**config.mk**
```make
export PLATFORM = sky130hd
export DESIGN_NAME = pipe_hazard_ctrl
export DESIGN_NICKNAME = d
export VERILOG_FILES = /design/src/rtl/pipe_hazard_ctrl.sv
export SDC_FILE = /design/constraint.sdc
export NUM_CORES = 1
export LEC_CHECK = 0
export BUFFER_PORTS_ARGS = -buffer_cell sky130_fd_sc_hd__buf_2
export CORE_MARGIN = 5
export CORE_UTILIZATION = 43
export DETAILED_ROUTE_END_ITERATION = 7
export PLACE_DENSITY = 0.78
export SYNTH_ARGS = -nofsm -noshare
export SYNTH_HDL_FRONTEND = slang
export SYNTH_SLANG_ARGS = --single-unit
```
**constraint.sdc**
```tcl
create_clock -name clk -period 2.65 [get_ports clk]
set_input_delay 0.53 -clock clk [delete_from_list [all_inputs] [get_ports clk]]
set_output_delay 0.53 -clock clk [all_outputs]
set_load 0.01 [all_outputs]
```
**src/rtl/pipe_hazard_ctrl.sv**
```systemverilog
// Hazard and forwarding controller for the in-order RV16I pipeline.
// Tracks outstanding loads in a per-register scoreboard so data memory may
// take any number of cycles, forwards MW writeback data into DE operands,
// stalls DE on RAW/WAW hazards against pending loads, gates control-transfer
// flushes behind stalls, and keeps a saturating stall counter plus a sticky
// watchdog that fires after STALL_MAX consecutive stall cycles.
module pipe_hazard_ctrl #(
   parameter int XLEN      = 16,
   parameter int NREG      = 8,
   parameter int CNT_W     = 16,
   parameter int STALL_MAX = 255,
   localparam int AW       = $clog2(NREG)
) (
   input  logic             clk,
   input  logic             rst_n,
   input  logic             de_valid_i,
   input  logic [AW-1:0]    de_rs1_addr_i,
   input  logic [AW-1:0]    de_rs2_addr_i,
   input  logic             de_rs1_used_i,
   input  logic             de_rs2_used_i,
   input  logic [XLEN-1:0]  de_rs1_data_i,
   input  logic [XLEN-1:0]  de_rs2_data_i,
   input  logic [AW-1:0]    de_rd_addr_i,
   input  logic             de_wr_en_i,
   input  logic             de_load_i,
   input  logic             de_redirect_i,
   input  logic             mw_wr_en_i,
   input  logic [AW-1:0]    mw_rd_addr_i,
   input  logic [XLEN-1:0]  mw_wr_data_i,
   input  logic             mw_load_i,
   output logic [XLEN-1:0]  rs1_data_o,
   output logic [XLEN-1:0]  rs2_data_o,
   output logic             stall_o,
   output logic             if_de_flush_o,
   output logic             de_mw_flush_o,
   output logic [NREG-1:0]  busy_o,
   output logic [CNT_W-1:0] stall_cnt_o,
   output logic             stall_timeout_o
);

   // Watchdog is a down-counter reloaded on every non-stall cycle; it fires
   // when a stall cycle is taken with one count left.
   localparam logic [CNT_W-1:0] WD_LOAD = CNT_W'(STALL_MAX);

   logic [NREG-1:0]  busy_q, busy_d;
   logic [NREG-1:0]  set_vec, clr_vec;
   logic [CNT_W-1:0] stall_cnt_q, stall_cnt_d;
   logic [CNT_W-1:0] wd_q, wd_d;
   logic             timeout_q, timeout_d;

   logic             match_rs1, match_rs2;
   logic             haz_rs1, haz_rs2, haz_waw;
   logic             ld_clr_rd;
   logic             stall;
   logic             ld_issue;

   // Operand forwarding: MW writeback overrides the regfile read; x0 reads zero.
   always_comb begin
      match_rs1  = mw_wr_en_i && (mw_rd_addr_i == de_rs1_addr_i) && (de_rs1_addr_i != '0);
      match_rs2  = mw_wr_en_i && (mw_rd_addr_i == de_rs2_addr_i) && (de_rs2_addr_i != '0);
      rs1_data_o = de_rs1_data_i;
      rs2_data_o = de_rs2_data_i;
      if (de_rs1_addr_i == '0) begin
         rs1_data_o = '0;
      end else if (match_rs1) begin
         rs1_data_o = mw_wr_data_i;
      end
      if (de_rs2_addr_i == '0) begin
         rs2_data_o = '0;
      end else if (match_rs2) begin
         rs2_data_o = mw_wr_data_i;
      end
   end

   // Hazard detection; load data returning this cycle is forwarded, not stalled on.
   always_comb begin
      haz_rs1   = de_valid_i && de_rs1_used_i && busy_q[de_rs1_addr_i]
                  && !(match_rs1 && mw_load_i);
      haz_rs2   = de_valid_i && de_rs2_used_i && busy_q[de_rs2_addr_i]
                  && !(match_rs2 && mw_load_i);
      ld_clr_rd = mw_wr_en_i && mw_load_i && (mw_rd_addr_i == de_rd_addr_i);
      haz_waw   = de_valid_i && de_load_i && de_wr_en_i && busy_q[de_rd_addr_i]
                  && !ld_clr_rd;
      stall     = haz_rs1 || haz_rs2 || haz_waw;
      ld_issue  = de_valid_i && de_load_i && de_wr_en_i && !stall
                  && (de_rd_addr_i != '0);
   end

   // Pipeline control outputs; a redirect waits until DE is no longer stalled.
   always_comb begin
      stall_o         = stall;
      de_mw_flush_o   = stall;
      if_de_flush_o   = de_valid_i && de_redirect_i && !stall;
      busy_o          = busy_q;
      stall_cnt_o     = stall_cnt_q;
      stall_timeout_o = timeout_q;
   end

   // Scoreboard next state: issue sets win over same-cycle clears; x0 never busy.
   always_comb begin
      set_vec = '0;
      clr_vec = '0;
      if (ld_issue) begin
         set_vec[de_rd_addr_i] = 1'b1;
      end
      if (mw_wr_en_i && mw_load_i) begin
         clr_vec[mw_rd_addr_i] = 1'b1;
      end
      busy_d    = (busy_q & ~clr_vec) | set_vec;
      busy_d[0] = 1'b0;
   end

   // Saturating stall counter and stall-run watchdog next state.
   always_comb begin
      stall_cnt_d = stall_cnt_q;
      wd_d        = WD_LOAD;
      timeout_d   = timeout_q;
      if (stall) begin
         if (stall_cnt_q != '1) begin
            stall_cnt_d = stall_cnt_q + CNT_W'(1);
         end
         if (wd_q != '0) begin
            wd_d = wd_q - CNT_W'(1);
         end else begin
            wd_d = '0;
         end
         if (wd_q == CNT_W'(1)) begin
            timeout_d = 1'b1;
         end
      end
   end

   // State registers; reset empties the scoreboard and clears all counters.
   always_ff @(posedge clk or negedge rst_n) begin
      if (!rst_n) begin
         busy_q      <= '0;
         stall_cnt_q <= '0;
         wd_q        <= WD_LOAD;
         timeout_q   <= 1'b0;
      end else begin
         busy_q      <= busy_d;
         stall_cnt_q <= stall_cnt_d;
         wd_q        <= wd_d;
         timeout_q   <= timeout_d;
      end
   end

endmodule

```
==> results of run 1 <==
## flip-flops by register name, summed over array words and instances, names as in the netlist
signal / cells
stall_timeout_o: 1
stall_cnt_o: 16
wd_q: 16
busy_o: 7
## power by group
part	internal, mW	switching (mW)
Sequential	0.674	0.0829
Combinational	0.252	0.292
Clock	0.279	0.207
Total	1.21	0.582
## layout make-up
| cell class | instances | area, um2 |
|---|---|---|
| inverters | 22 | 82.58 |
| repair buffers | 139 | 738.2 |
| well taps | 77 | 96.34 |
| clock buffers | 6 | 72.57 |
| fillers | 590 | 2708 |
| clock inverters | 2 | 35.03 |
| multi-input cells | 246 | 1568 |
| flip-flops and latches | 40 | 1013 |
## what timing repair did
item	CTS	global route
hold buffers	0	0
gates resized for setup	0	5
endpoints found under the setup margin	0	2
setup buffers	0	4
## worst min path at each step
stage | cells after the start | end
finish | 1 | stall_cnt_o[13]
detailed placement | 1 | stall_timeout_o
CTS | 1 | stall_cnt_o[9]
global placement | 1 | stall_timeout_o
global route | 1 | stall_cnt_o[11]
floorplan | 0 | busy_o[1]
## cell usage in the layout (no fill, tap or decap), types with 2 or more instances in the layout
cell and count:
a31oi_1 2, and2_1 2, and3_1 7, buf_2 127, buf_4 10, clkbuf_8 5, dfrtp_1 30, dfrtp_2 2
dfstp_2 8, ha_1 4, inv_1 22, mux2_1 2, mux2_2 3, mux2i_1 5, nand2_1 18, nand2b_1 4
nand3_1 50, nand4_1 8, nor2_1 16, nor3_1 10, nor4_1 3, o21ai_0 50, o31ai_1 2, o31ai_2 4
or2_2 2, or3_1 3, xnor2_1 24, xor2_1 11
## layer usage
metal | GRT usage | vias up
li1 | - | 1399
met1 | 0.2315 | 1297
met2 | 0.3384 | 124
met3 | 0.06000 | 16
met4 | 0.06700 | 0
met5 | 0 | -
## metrics by stage
stage	cells	hold slack (ns)	cell area, um2
4_1_cts	528	0.3698	3560
6_report	532	0.3373	3606
3_5_place_dp	520	0.4641	3452
2_1_floorplan	332	0.2344	2771
5_1_grt	532	0.4177	3606
3_3_place_gp	520	0.4670	3452
## cells by family (layout without fill, tap and decap cells)
group                      count (synthesis)  after routing  share of synthesized area
and+or+nand+nor                          128            128                     0.2343
AOI/OAI and AO/OA                         67             67                     0.1508
buffers and inverters                     46            169                    0.07359
DFF                                       40             40                     0.3648
xor gates and xnor gates                  35             35                     0.1106
muxes                                     11             11                    0.04650
adders and majority gates                  4              4                    0.01806
other                                      1              1                   0.001353
==> run_results.csv, run 1 <==
group,metric,value,unit
final_layout,diodes,0,
global_route,grt_pass1_wl,13.39,mm
clock_network,cts_made_buffers,5,
drt,wl_met3,618,um
logic_synthesis,syn-instance-count,332,
drt,drt-pass1-iter-count,4,
global_route,grt_overflow_total,0,
die,io_pins,130,
drt,drt-total-wl,8.153,mm
sta,setup_violations,0,
critical_path,cp_top_family,"multiplexers",
drt,routedWlPerCell,15.33,um
sta,rsz0062_at_grt,"false",
logic_synthesis,synth.top_cell.area_share,0.2889,
critical_path,worstSetupEndpoint,"if_de_flush_o",
critical_path,r2r_cells,7,
clock_network,path_clk_slew,0.08,ns
sta,min_period,2.551,ns
critical_path,crit_buf_inv,1,
clock_network,cts.htree.levels,2,
die,die_w,90.28,um
logic_synthesis,synth_warnings,0,
status,outcome,"finished clean",
sta,hold_violations,0,
drt,viasPerCell,5.331,
global_route,antenna_found_initial,0,
clock_network,cts_tree,"yes",
critical_path,required,2.12,ns
clock_network,clk_latency,0.30,ns
sta,finalCritPeriodShare,0.9626,
global_route,grt_usage,0.1966,
drt,num_vias,2836,
critical_path,slowest_stage,"mux4_2",
die,die_h,90.28,um
die,core,6314,um2
critical_path,start_kind,"flip-flop",
place,place_congestion,0.9170,
critical_path,critPathArrivalTime,2.02,ns
logic_synthesis,synth_common_cells,"nand3_1, o21ai_0, dfrtp_1, xnor2_1, inv_1",
global_route,grt_max_degree,41,
logic_synthesis,yosysSeqAreaShare,0.3648,
place,port_buffers,128,
critical_path,crit_path_end_kind,"output port",
die,dieArea,8150,um2
sta,max_freq,0.3920,GHz
critical_path,cp_num_cells,5,
logic_synthesis,synth_ff_type,"dfrtp_1",
job,maxCapViolCount,0,
sta,slew_headroom,0.4238,
place,hpwl,6.429,mm
drt,drtIter0Drc,118,
final_layout,drive_gt1_frac,0.3714,
critical_path,crit_start,"busy_o[7]",
drt,top_layer_used,"met4",
logic_synthesis,synth-edff-count,0,
critical_path,r2r_end,"wd_q[15]",
critical_path,critical_path_class,"flip-flop to output port",
sta,fin_skew,0.01190,ns
logic_synthesis,synth_nets,406,
drt,wl_met1,3.398,mm
clock_network,clock_sinks,40,
critical_path,slowest_delay,0.47,ns
logic_synthesis,avgSynthCellArea,8.348,um2
logic_synthesis,async_flop_share,1.000,
pwr,p_per_area,495.6,nW/um2
critical_path,crit-reg2reg-launch,"wd_q[10]",
pwr,power.total,1.787,mW
logic_synthesis,ys_seq_elements,40,
final_layout,fin_util,0.5711,
drt,drcViolationCount,0,
clock_network,root_buffer,"clkbuf_8",
logic_synthesis,yosys.area.top_type,"dfrtp_1",
die,start_util,0.4390,
sta,slew_viol_final,0,
logic_synthesis,synth_area,2771,um2
die,rows,29,
critical_path,worst-r2r-setup-slack,0.34,ns
pwr,p_leak,1.826,nW
drt,wl_met2,3.921,mm
drt,ant_nets,0,
pwr,vdd_drop_max,444.7,uV
logic_synthesis,yosysUniqueCellTypes,45,
clock_network,clk_path_buf_depth,2,
final_layout,finalNetCount,528,
global_route,grt_pass1_vias,2777,
sta,fin_setup_tns,0,ns
critical_path,cp_cell_sequence,"mux4_2, mux2_2, a41o_4, nor2_1, buf_2",
hold_path,min_path_type,"input pin to async pin",
final_layout,area_growth,30.11,%
sta,fin_ws,0.09909,ns
place,dp_slack,0.06233,ns
logic_synthesis,synth.top_cells.by_area,"dfrtp_1, nand3_1, o21ai_0, dfstp_2, xnor2_1",
critical_path,cp_max_fo,5,
sta,tightest_slew,0.8643,ns
(Power assumes the default switching activity.)
==> inputs of run 2 (changes only) <==
MAX_ROUTING_LAYER = met4   (was unset)
REMOVE_ABC_BUFFERS = 1   (was unset)
SETUP_SLACK_MARGIN = 0.4   (was unset)
==> run 2 against run 1 <==
Compared with the run above:
- the run now ends with DRC left
- wire length grew 49%
- highest routed layer unchanged
- flip-flop and latch count did not move
- non-clock buffer count rose by 27
- critical endpoint unchanged
- critical path depth increased by 3
- clock skew decreased by 0.0032 ns
- die area unchanged
- worst setup slack worse by 0.018 ns
- cell count increased by 5.1%
==> run_results.csv, run 2 (synthesis results as in run 1) <==
group,metric,value,unit
critical_path,required,2.12,ns
place,place_area,3487,um2
sta,setup_violations,0,
status,violations,"DRC",
final_layout,final_cell_mix,"buf_2, nand3_1, dfrtp_1",
clock_network,cts.htree.levels,2,
pwr,power_frac_seq,0.362,
critical_path,cp_num_cells,8,
global_route,grt_usage,0.2465,
clock_network,path_clk_slew,0.08,ns
critical_path,cp_max_fo,4,
pwr,p_sw_frac,0.3482,
die,core,6314,um2
die,die_h,90.28,um
critical_path,crit_path_end_kind,"output port",
global_route,grt_max_degree,41,
place,place_congestion,0.9487,
die,start_util,0.4390,
pwr,internal_power,1.379,mW
sta,tightest_slew,0.8674,ns
drt,drt-total-wl,12.19,mm
drt,viasPerCell,6.202,
critical_path,slowest_delay,0.42,ns
global_route,grt_overflow_total,0,
sta,hold_violations,0,
sta,fin_skew,0.008694,ns
critical_path,crit_buf_inv,2,
global_route,antenna_found_initial,0,
place,hpwl,6.364,mm
global_route,grt_pass1_vias,3250,
status,outcome,"complete, but fails checks",
final_layout,drive_gt1_frac,0.5394,
place,port_buffers,128,
final_layout,stdcell_area,4578,um2
pwr,power.switching,0.7370,mW
die,die_w,90.28,um
critical_path,critical_path_class,"flip-flop to output port",
final_layout,diodes,0,
drt,drcViolationCount,1,
pwr,p_per_area,462.3,nW/um2
hold_path,min_path_type,"input pin to async pin",
pwr,clockPowerShare,0.247,
sta,slew_headroom,0.4217,
sta,fin_setup_tns,0,ns
job,maxCapViolCount,0,
clock_network,clk_latency,0.29,ns
final_layout,area_growth,65.19,%
critical_path,critPathArrivalTime,2.04,ns
pwr,vdd_drop_max,559.9,uV
critical_path,slowest_stage,"dfrtp_1",
global_route,grt_pass1_wl,16.43,mm
pwr,share_comb_of_total_power,0.391,
drt,ant_nets,0,
pwr,p_leak,2.243,nW
final_layout,mostFrequentLayoutCell,"buf_2",
die,io_pins,130,
clock_network,clock_sinks,40,
critical_path,r2r_cells,11,
drt,num_vias,3467,
critical_path,start_kind,"flip-flop",
final_layout,finalNetCount,555,
sta,rsz0062_at_grt,"true",
die,dieArea,8150,um2
sta,slew_viol_final,0,
sta,min_period,2.569,ns
clock_network,root_buffer,"clkbuf_8",
clock_network,clk_path_buf_depth,2,
critical_path,cp_cell_sequence,"buf_4, mux2i_1, nor2_1, a311oi_1, o31ai_2, a41o_4, nor2_2, buf_2",
sta,max_freq,0.3893,GHz
drt,routedWlPerCell,21.80,um
clock_network,cts_tree,"yes",
critical_path,cp_top_family,"compound AO/OA/AOI/OAI gates",
drt,drtIter0Drc,329,
sta,finalCritPeriodShare,0.9694,
drt,drt-pass1-iter-count,7,
clock_network,cts_made_buffers,5,
die,rows,29,
[run 2: cell count changes in the layout (fill, tap and decap cells not counted), moves of 10 or more]
cell     delta
buf_2      -10
o21ai_2    +15
buf_4      +10
nand3_2    +14
o21ai_0    -34
o21ai_1    +13
nand3_1    -21
buf_6      +15
[run 2: metrics by stage]
| stage | hold WS [ns] | utilization | power, mW | cells | worst slack [ns] |
|---|---|---|---|---|---|
| after floorplan | 0.2344 | - | 1.024 | 308 | 0.06955 |
| after detailed placement | 0.4553 | 0.5523 | 1.303 | 523 | 0.07819 |
| final | 0.3527 | 0.7251 | 2.117 | 559 | 0.08109 |
| after global routing | 0.4249 | 0.7251 | 2.214 | 559 | 0.01342 |
| after global placement | 0.4526 | 0.5523 | 1.291 | 523 | 0.09504 |
| after CTS | 0.3721 | 0.6679 | 1.956 | 551 | 0.1843 |
[run 2: timing repair]
item / in CTS / in global routing
setup buffers: 14 / 7
resized for setup: 111 / 55
endpoints found under the setup margin: 39 / 56
hold buffers: 0 / 0
pin swaps: 13 / 22
cloned: 6 / 1
[run 2: area by class of cell]
class	count	area (um2)
Multi-Input combinational cell	246	2033
Fill cell	416	1735
Timing Repair Buffer	166	1230
Sequential cell	40	1015
Tap cell	77	96.34
Clock buffer	6	82.58
Inverter	22	82.58
Clock inverter	2	38.79
[run 2: worst register-to-register path, delay by kind of cell (launching register included)]
| family | cells | cell delay, ns |
|---|---|---|
| and+or+nand+nor | 2 | 0.17 |
| buffers and inverters | 4 | 0.56 |
| muxes | 2 | 0.49 |
| DFF | 1 | 0.42 |
| AOI/OAI and AO/OA | 3 | 0.68 |
[run 2: worst paths after layout]
check | from | end | slack (ns)
max | busy_o[1] | if_de_flush_o | 0.08
min | rst_n | stall_cnt_o[6] | 0.35
min in group clk | stall_timeout_o | stall_timeout_o | 0.47
min reg2reg | stall_timeout_o | stall_timeout_o | 0.47
max in group asynchronous | rst_n | busy_o[6] | 1.70
max reg2reg | busy_o[1] | stall_cnt_o[12] | 0.23
[run 2: per-layer routing]
metal,part of all wire,track usage,up-vias
met1,0.37,0.2957,1668
li1,-,-,1460
met5,0,-,-
met2,0.48,0.3939,262
met3,0.088,0.06667,77
met4,0.068,0.09801,0
[run 2: power groups by stage]
stage / combinational (mW) / sequential (mW) / clock, mW
2_1_floorplan: 0.250 / 0.774 / 0
3_3_place_gp: 0.525 / 0.766 / 0
3_5_place_dp: 0.536 / 0.767 / 0
5_1_grt: 0.878 / 0.773 / 0.563
4_1_cts: 0.668 / 0.754 / 0.534
6_report: 0.828 / 0.766 / 0.522
==> inputs of run 3 (changes only) <==
PLACE_DENSITY = unset   (was 0.78)
PLACE_DENSITY_LB_ADDON = 0.1   (was unset)
==> run 3 against run 2 <==
Compared with the run above:
- the flow now finishes without violations
- combinational power fell by 12%
- core utilization fell by 3.8 points
- cell area fell by 5.3%
- fmax rose by 2.9%
- global-route usage fell by 2.7 points
- sequential power fell by 1%
- critical endpoint is now stall_o
- largest cell class unchanged
- largest power group is now registers
==> run_results.csv, run 3 (synthesis results as in run 1) <==
group,metric,value,unit
global_route,grt_pass1_vias,2872,
pwr,p_per_area,444.6,nW/um2
clock_network,cts_tree,"yes",
final_layout,diodes,0,
clock_network,path_clk_slew,0.08,ns
clock_network,clk_path_buf_depth,2,
die,io_pins,130,
status,outcome,"finished clean",
sta,fin_ws,0.1527,ns
critical_path,slowest_stage,"mux4_2",
final_layout,drive_gt1_frac,0.5549,
critical_path,cp_cell_sequence,"mux4_2, mux2_4, a41o_4, buf_12, buf_6",
sta,fin_setup_tns,0,ns
sta,max_freq,0.4004,GHz
job,maxCapViolCount,0,
critical_path,required,2.12,ns
place,port_buffers,128,
critical_path,r2r_cells,9,
critical_path,worst-r2r-setup-slack,0.23,ns
critical_path,crit-reg2reg-launch,"busy_o[7]",
final_layout,finalNetCount,547,
global_route,antenna_found_initial,0,
die,dieArea,8150,um2
drt,drtIter0Drc,144,
sta,fin_skew,0.007842,ns
drt,drt-pass1-iter-count,5,
drt,drcViolationCount,0,
sta,finalCritPeriodShare,0.9424,
sta,hold_violations,0,
global_route,grt_pass1_wl,14.57,mm
sta,rsz0062_at_grt,"true",
global_route,grt_overflow_total,0,
place,dp_slack,0.06793,ns
place,hpwl,6.287,mm
critical_path,crit_path_end_kind,"output port",
drt,viasPerCell,5.695,
hold_path,min_path_type,"input pin to async pin",
critical_path,critPathArrivalTime,1.97,ns
sta,slew_headroom,0.4020,
clock_network,clk_latency,0.29,ns
pwr,p_leak,2.134,nW
clock_network,cts.htree.levels,2,
critical_path,critical_path_class,"flip-flop to output port",
drt,routedWlPerCell,17.96,um
critical_path,crit_start,"busy_o[7]",
clock_network,cts_made_buffers,5,
die,rows,29,
global_route,grt_max_degree,41,
sta,min_period,2.497,ns
final_layout,final_cell_mix,"buf_2, nand3_2, dfrtp_1",
final_layout,fin_util,0.6869,
critical_path,worstSetupEndpoint,"stall_o",
final_layout,area_growth,56.48,%
die,die_w,90.28,um
die,core,6314,um2
drt,num_vias,3138,
global_route,grt_usage,0.2195,
final_layout,mostFrequentLayoutCell,"buf_2",
sta,tightest_slew,0.8971,ns
critical_path,r2r_end,"stall_timeout_o",
sta,setup_violations,0,
place,place_congestion,0.8940,
critical_path,cp_max_fo,5,
pwr,power.total,1.928,mW
sta,slew_viol_final,0,
critical_path,start_kind,"flip-flop",
final_layout,fill_cells,499,
clock_network,root_buffer,"clkbuf_8",
drt,ant_nets,0,
pwr,vdd_drop_max,389.2,uV
clock_network,cts_hold_buf,0,
critical_path,slowest_delay,0.48,ns
die,start_util,0.4390,
clock_network,clock_sinks,40,
drt,drt-total-wl,9.894,mm
die,die_h,90.28,um
[run 3: changes by cell type in the layout (fill, tap and decap cells not counted), sizes merged]
cell / change
bufinv: -1
clkbuf: +4
buf: -10
clkinv: -1
[run 3: how the worst min path moves through the flow]
stage	from	end	slack, ns	cells past startpoint
6_report	rst_n	stall_timeout_o	0.37	1
5_1_grt	rst_n	stall_cnt_o[3]	0.45	1
4_1_cts	rst_n	stall_cnt_o[6]	0.39	1
3_5_place_dp	stall_timeout_o	stall_timeout_o	0.45	1
3_3_place_gp	stall_timeout_o	stall_timeout_o	0.46	1
2_1_floorplan	rst_n	busy_o[1]	0.23	0
[run 3: cell type report]
cell class | count | area [um2] | area share
Multi-Input combinational cell | 246 | 1979 | 0.4564
Timing Repair Buffer | 158 | 1066 | 0.2458
Sequential cell | 40 | 1012 | 0.2334
Clock buffer | 8 | 100.1 | 0.02308
Tap cell | 77 | 96.34 | 0.02222
Inverter | 22 | 82.58 | 0.01904
[run 3: where the power goes]
| group | switching [mW] | internal (mW) |
|---|---|---|
| Combinational | 0.372 | 0.360 |
| Clock | 0.203 | 0.238 |
| Sequential | 0.0812 | 0.673 |
[run 3: routing by layer]
metal | wire, um | track usage
met3 | 642 | 0.04667
met2 | 4940 | 0.3683
met1 | 4031 | 0.2668
met5 | 0 | -
met4 | 280 | 0.06203
[run 3: stage by stage]
step | cells | hold WS [ns] | instance area (um2)
2_1_floorplan | 308 | 0.2344 | 2650
5_1_grt | 551 | 0.4513 | 4337
3_3_place_gp | 527 | 0.4559 | 3505
6_report | 551 | 0.3711 | 4337
3_5_place_dp | 527 | 0.4502 | 3505
4_1_cts | 548 | 0.3870 | 3943
[run 3: critical path: cells and delay by family (launching register included)]
| family | cells | cell delay, ns |
|---|---|---|
| muxes | 2 | 0.75 |
| DFF | 1 | 0.44 |
| AOI/OAI and AO/OA | 1 | 0.24 |
| buffers and inverters | 2 | 0.24 |
[run 3: what timing repair did]
| action | in CTS | in global routing |
|---|---|---|
| setup buffers | 5 | 3 |
| cloned | 8 | 0 |
| pin swaps | 14 | 44 |
| setup endpoints to repair | 42 | 63 |
| gates resized for setup | 97 | 80 |
